## src/rtl/song_player.sv

```systemverilog
// Snapshots two 32-bit note lanes on start and steps through them at a fixed tempo.
// Latency: commands take effect on the next cycle; lane outputs follow position with no extra delay.
// Backpressure: none; the tempo is free-running and is frozen only while paused.
module song_player #(
    parameter int TICKS_PER_STEP = 4,
    parameter int CNT_W          = 16
) (
    input  logic        clk,
    input  logic        nrst,
    input  logic [31:0] note1,
    input  logic [31:0] note2,
    input  logic        start,
    input  logic        pause,
    input  logic        stop,
    input  logic        loop,
    output logic        lane1_bit,
    output logic        lane2_bit,
    output logic [7:0]  lane1_window,
    output logic [7:0]  lane2_window,
    output logic [4:0]  position,
    output logic        step,
    output logic        playing,
    output logic        paused,
    output logic        done
);

    typedef enum logic [1:0] {IDLE, PLAY, PAUSE, DONE} state_t;

    localparam logic [CNT_W-1:0] TICK_LAST = CNT_W'(TICKS_PER_STEP - 1);

    state_t             state;
    logic [31:0]        snap1;
    logic [31:0]        snap2;
    logic [CNT_W-1:0]   tick;

    always_ff @(posedge clk or negedge nrst) begin
        if (!nrst) begin
            state    <= IDLE;
            snap1    <= '0;
            snap2    <= '0;
            tick     <= '0;
            position <= '0;
            step     <= 1'b0;
            done     <= 1'b0;
            playing  <= 1'b0;
            paused   <= 1'b0;
        end else begin
            step <= 1'b0;
            done <= 1'b0;
            if (stop) begin
                state    <= IDLE;
                tick     <= '0;
                position <= '0;
                playing  <= 1'b0;
                paused   <= 1'b0;
            end else if (start) begin
                state    <= PLAY;
                snap1    <= note1;
                snap2    <= note2;
                tick     <= '0;
                position <= '0;
                step     <= 1'b1;
                playing  <= 1'b1;
                paused   <= 1'b0;
            end else begin
                case (state)
                    PLAY: begin
                        if (pause) begin
                            // tick is left untouched so the step resumes where it stopped
                            state  <= PAUSE;
                            paused <= 1'b1;
                        end else if (tick == TICK_LAST) begin
                            tick <= '0;
                            if (position != 5'd31) begin
                                position <= position + 5'd1;
                                step     <= 1'b1;
                            end else if (loop) begin
                                position <= '0;
                                step     <= 1'b1;
                            end else begin
                                state   <= DONE;
                                done    <= 1'b1;
                                playing <= 1'b0;
                            end
                        end else begin
                            tick <= tick + 1'b1;
                        end
                    end
                    PAUSE: begin
                        if (pause) begin
                            state  <= PLAY;
                            paused <= 1'b0;
                        end
                    end
                    default: ;
                endcase
            end
        end
    end

    // Window index wraps mod 32 through the 5-bit addition.
    always_comb begin
        lane1_window = '0;
        lane2_window = '0;
        for (int k = 0; k < 8; k++) begin
            lane1_window[k] = playing & snap1[position + 5'(k)];
            lane2_window[k] = playing & snap2[position + 5'(k)];
        end
    end

    assign lane1_bit = lane1_window[0];
    assign lane2_bit = lane2_window[0];

endmodule

```

## config.mk

```make
export PLATFORM = sky130hd
export DESIGN_NAME = song_player
export DESIGN_NICKNAME = d
export VERILOG_FILES = /design/src/rtl/song_player.sv
export SDC_FILE = /design/constraint.sdc
export NUM_CORES = 1
export LEC_CHECK = 0
export CAP_MARGIN = 20
export CORE_MARGIN = 2
export CORE_UTILIZATION = 41
export DETAILED_ROUTE_END_ITERATION = 12
export DONT_BUFFER_PORTS = 1
export HOLD_SLACK_MARGIN = 0.06
export SYNTH_ARGS = -nofsm -noshare
export SYNTH_HDL_FRONTEND = slang
export SYNTH_SLANG_ARGS = --single-unit
```

## constraint.sdc

```tcl
create_clock -name clk -period 4.23 [get_ports clk]
set_clock_uncertainty 0.2 [all_clocks]
set_input_delay 0.423 -clock clk [delete_from_list [all_inputs] [get_ports clk]]
set_output_delay 0.423 -clock clk [all_outputs]
set_load 0.02 [all_outputs]
```

==> flow_summary.ini <==
[setup_path]
cp.buffers_inverters = 2
cp_top_family = compound AO/OA/AOI/OAI gates
slowest_delay_ns = 0.53
path_cells = inv_1 > ha_1 > buf_4 > mux2_2 > mux2_2 > a221o_1 > a21oi_1
crit_type = reg2out
slowest_stage = dfrtp_2
start_kind = register
endpoint_kind = primary output
crit_required_ns = 3.61
arrival_ns = 3.16
path_common_cell = mux2_2
path_max_fanout = 24

[timing]
slew_viol_final = 0
finalCritPeriodShare = 0.894
setup_tns_ns = 0
fmax_mhz = 265
setup_viol = 0
period_minus_slack_ns = 3.78
hold_viol = 0
max_slew_margin = 0.458
worst_pin_slew_ns = 0.813
grt_setup_unrepaired = no

[yosys]
synth_most_common_cell = dfrtp_1
ys.warnings.count = 0
ys_seq_area_frac = 0.295
ys_top_cells_by_area = dfrtp_1, mux4_2, mux2_2, mux2i_1, mux4_1
synth-seq-cells = 91
syn_nets = 708
synthTopCellsByCount = dfrtp_1, mux4_2, mux2_2, nand2_1, mux2i_1
synth_top_area_frac = 0.295
synthArstFlopShare = 1.00
synth-simple-area-share = 0.0935
synth_flop_cell = dfrtp_1
synth_edf_count = 0
yosysUniqueCellTypes = 60
synth_adder_area_share = 0.0227
synth_cells = 624
avgSynthCellArea_um2 = 12.4
synth_mux_area_frac = 0.442
synth_top_area_cell = dfrtp_1
syn_area_mm2 = 0.00771
synthXorXnorAreaFrac = 0.0406
synth_top_family_by_area = multiplexers
synth_compound_area_frac = 0.0567

[cells_and_area]
final_layout_size_suffix_gt1_frac = 0.306
stdcell_area_mm2 = 0.00887
fill_cells = 1635
layout.nets = 769
n_antenna_cell = 0
area_growth_syn_to_layout_pct = 15.0

[cts]
clockBufferDepth = 2
cts_num_sinks = 91
path_clk_slew_ns = 0.07
root_buffer = clkbuf_16
cts_tree = built
cts_made_buffers = 9
htree_levels = 3
clk_latency_ns = 0.36

[floorplanning]
initial_core_util = 0.415
num_io_pins = 97
rows = 50
design.die.area_mm2 = 0.0199
core-area_mm2 = 0.0186
fp.dieH_um = 141
die_x_um = 141

[global_routing]
track_usage = 0.228
gr-total-overflow = 0
antenna_found_initial = 0
grt_max_degree = 92
grt_pass1_vias = 6118
grt_pass1_wl_mm = 35.2

[route]
routed-wl-met3_mm = 1.62
wirelength_mm = 21.9
vias = 5901
wl_met1_mm = 9.22
viasPerCell = 6.39
wire_per_inst_um = 23.7
drc = 0
ant_nets = 0
first_pass_iters = 6
dr.max_layer_used = met4
routed-wl-met2_mm = 10.2
drt_iter0_drc = 549

[power_and_ir_drop]
p_per_area_mw_per_mm2 = 290
leakagePower_nw = 3.31
irDropWorstVdd_v = 0.000174

[placed_design]
io_buffers = 0
place_congestion = 0.952
dp_hpwl_mm = 16.3
placed_area_mm2 = 0.00788

[run_status]
status = completed

[hold_path]
hold_class = in2reg

[job]
cap_viol_max_count = 0
## layer usage
| metal | global-route usage | up-vias |
|---|---|---|
| met5 | 0 | - |
| met4 | 0.105 | 0 |
| met3 | 0.0476 | 58 |
| met2 | 0.349 | 277 |
| met1 | 0.312 | 3015 |
| li1 | - | 2551 |
## report_power, final
group | switching [mW] | internal (mW) | total [mW] | leakage [nW]
Combinational | 0.256 | 0.360 | 0.616 | 2.04
Sequential | 0.182 | 0.964 | 1.15 | 1.12
Clock | 0.348 | 0.463 | 0.810 | 0.148
## logic make-up (layout without fill, tap and decap cells)
logic type                 Yosys count  after routing
buffers and inverters               56            121
AOI/OAI and AO/OA                   64             64
muxes                              213            213
and+or+nand+nor                    155            155
DFF                                 91             91
xor gates and xnor gates            31             31
adders and majority gates           14             14
## placed cells by master, fill, tap and decap left out, drive strengths merged, types with 4 or more instances in the layout
cell         count
mux4            92
dfrtp           91
mux2            72
dlygate4sd3     66
nand2           56
mux2i           49
nor2            40
buf             28
xor2            21
nand3           17
a21oi           15
ha              14
o21ai           13
clkbuf          13
inv             11
xnor2           10
nand4            8
nand2b           6
a32oi            4
nor2b            4
o22ai            4
nor4             4
## sequential cells by signal (all words and copies together) (netlist names)
register / count
snap2: 32
playing: 1
step: 1
tick: 16
paused: 1
position: 5
snap1: 32
done: 1
state: 2
## layout make-up
class,count,area (um2),area share
multi-input combinational,477,5060,0.571
clock inverter,2,17.5,0.00198
inverter,12,45.0,0.00508
tap,234,293,0.0330
clock buffer,13,280,0.0316
timing repair buffer,94,891,0.100
sequential,91,2280,0.257
## final timing paths
path | from | to | slack [ns] | depth (start not counted)
max reg2reg | position[3] | position[0] | 1.52 | 7
max in group asynchronous | nrst | position[0] | 3.02 | 2
min | start | state[0] | 0.12 | 2
min reg2reg | tick[15] | tick[15] | 0.35 | 2
max | position[1] | lane1_window[5] | 0.45 | 7
min in group asynchronous | nrst | snap2[19] | 0.44 | 2
## through the flow
stage	instances	worst slack (ns)	power (mW)	hold slack, ns	util
3_3_place_gp	841	0.885	1.67	-0.0691	0.424
2_1_floorplan	624	0.169	1.51	-0.0726	-
4_1_cts	923	0.448	2.58	0.102	0.477
6_report	923	0.450	2.57	0.116	0.477
3_5_place_dp	841	0.840	1.69	-0.0684	0.424
5_1_grt	923	0.247	2.69	0.142	0.477
## what timing repair did
item,4_1_cts,5_1_grt
hold buffers,67,0
buffers inserted,0,0
endpoints found under the hold margin,158,0
resized for setup,0,0
setup endpoints to repair,0,0
## worst register-to-register path, cell delays in order, from the launching register on
cell and delay (ns):
dfrtp_1 0.56, ha_1 0.40, and2_2 0.25, ha_1 0.19, nand2b_1 0.14, nand3_1 0.31
or3_1 0.42, a21oi_1 0.16
No activity file was read; power rests on OpenSTA's default activity.
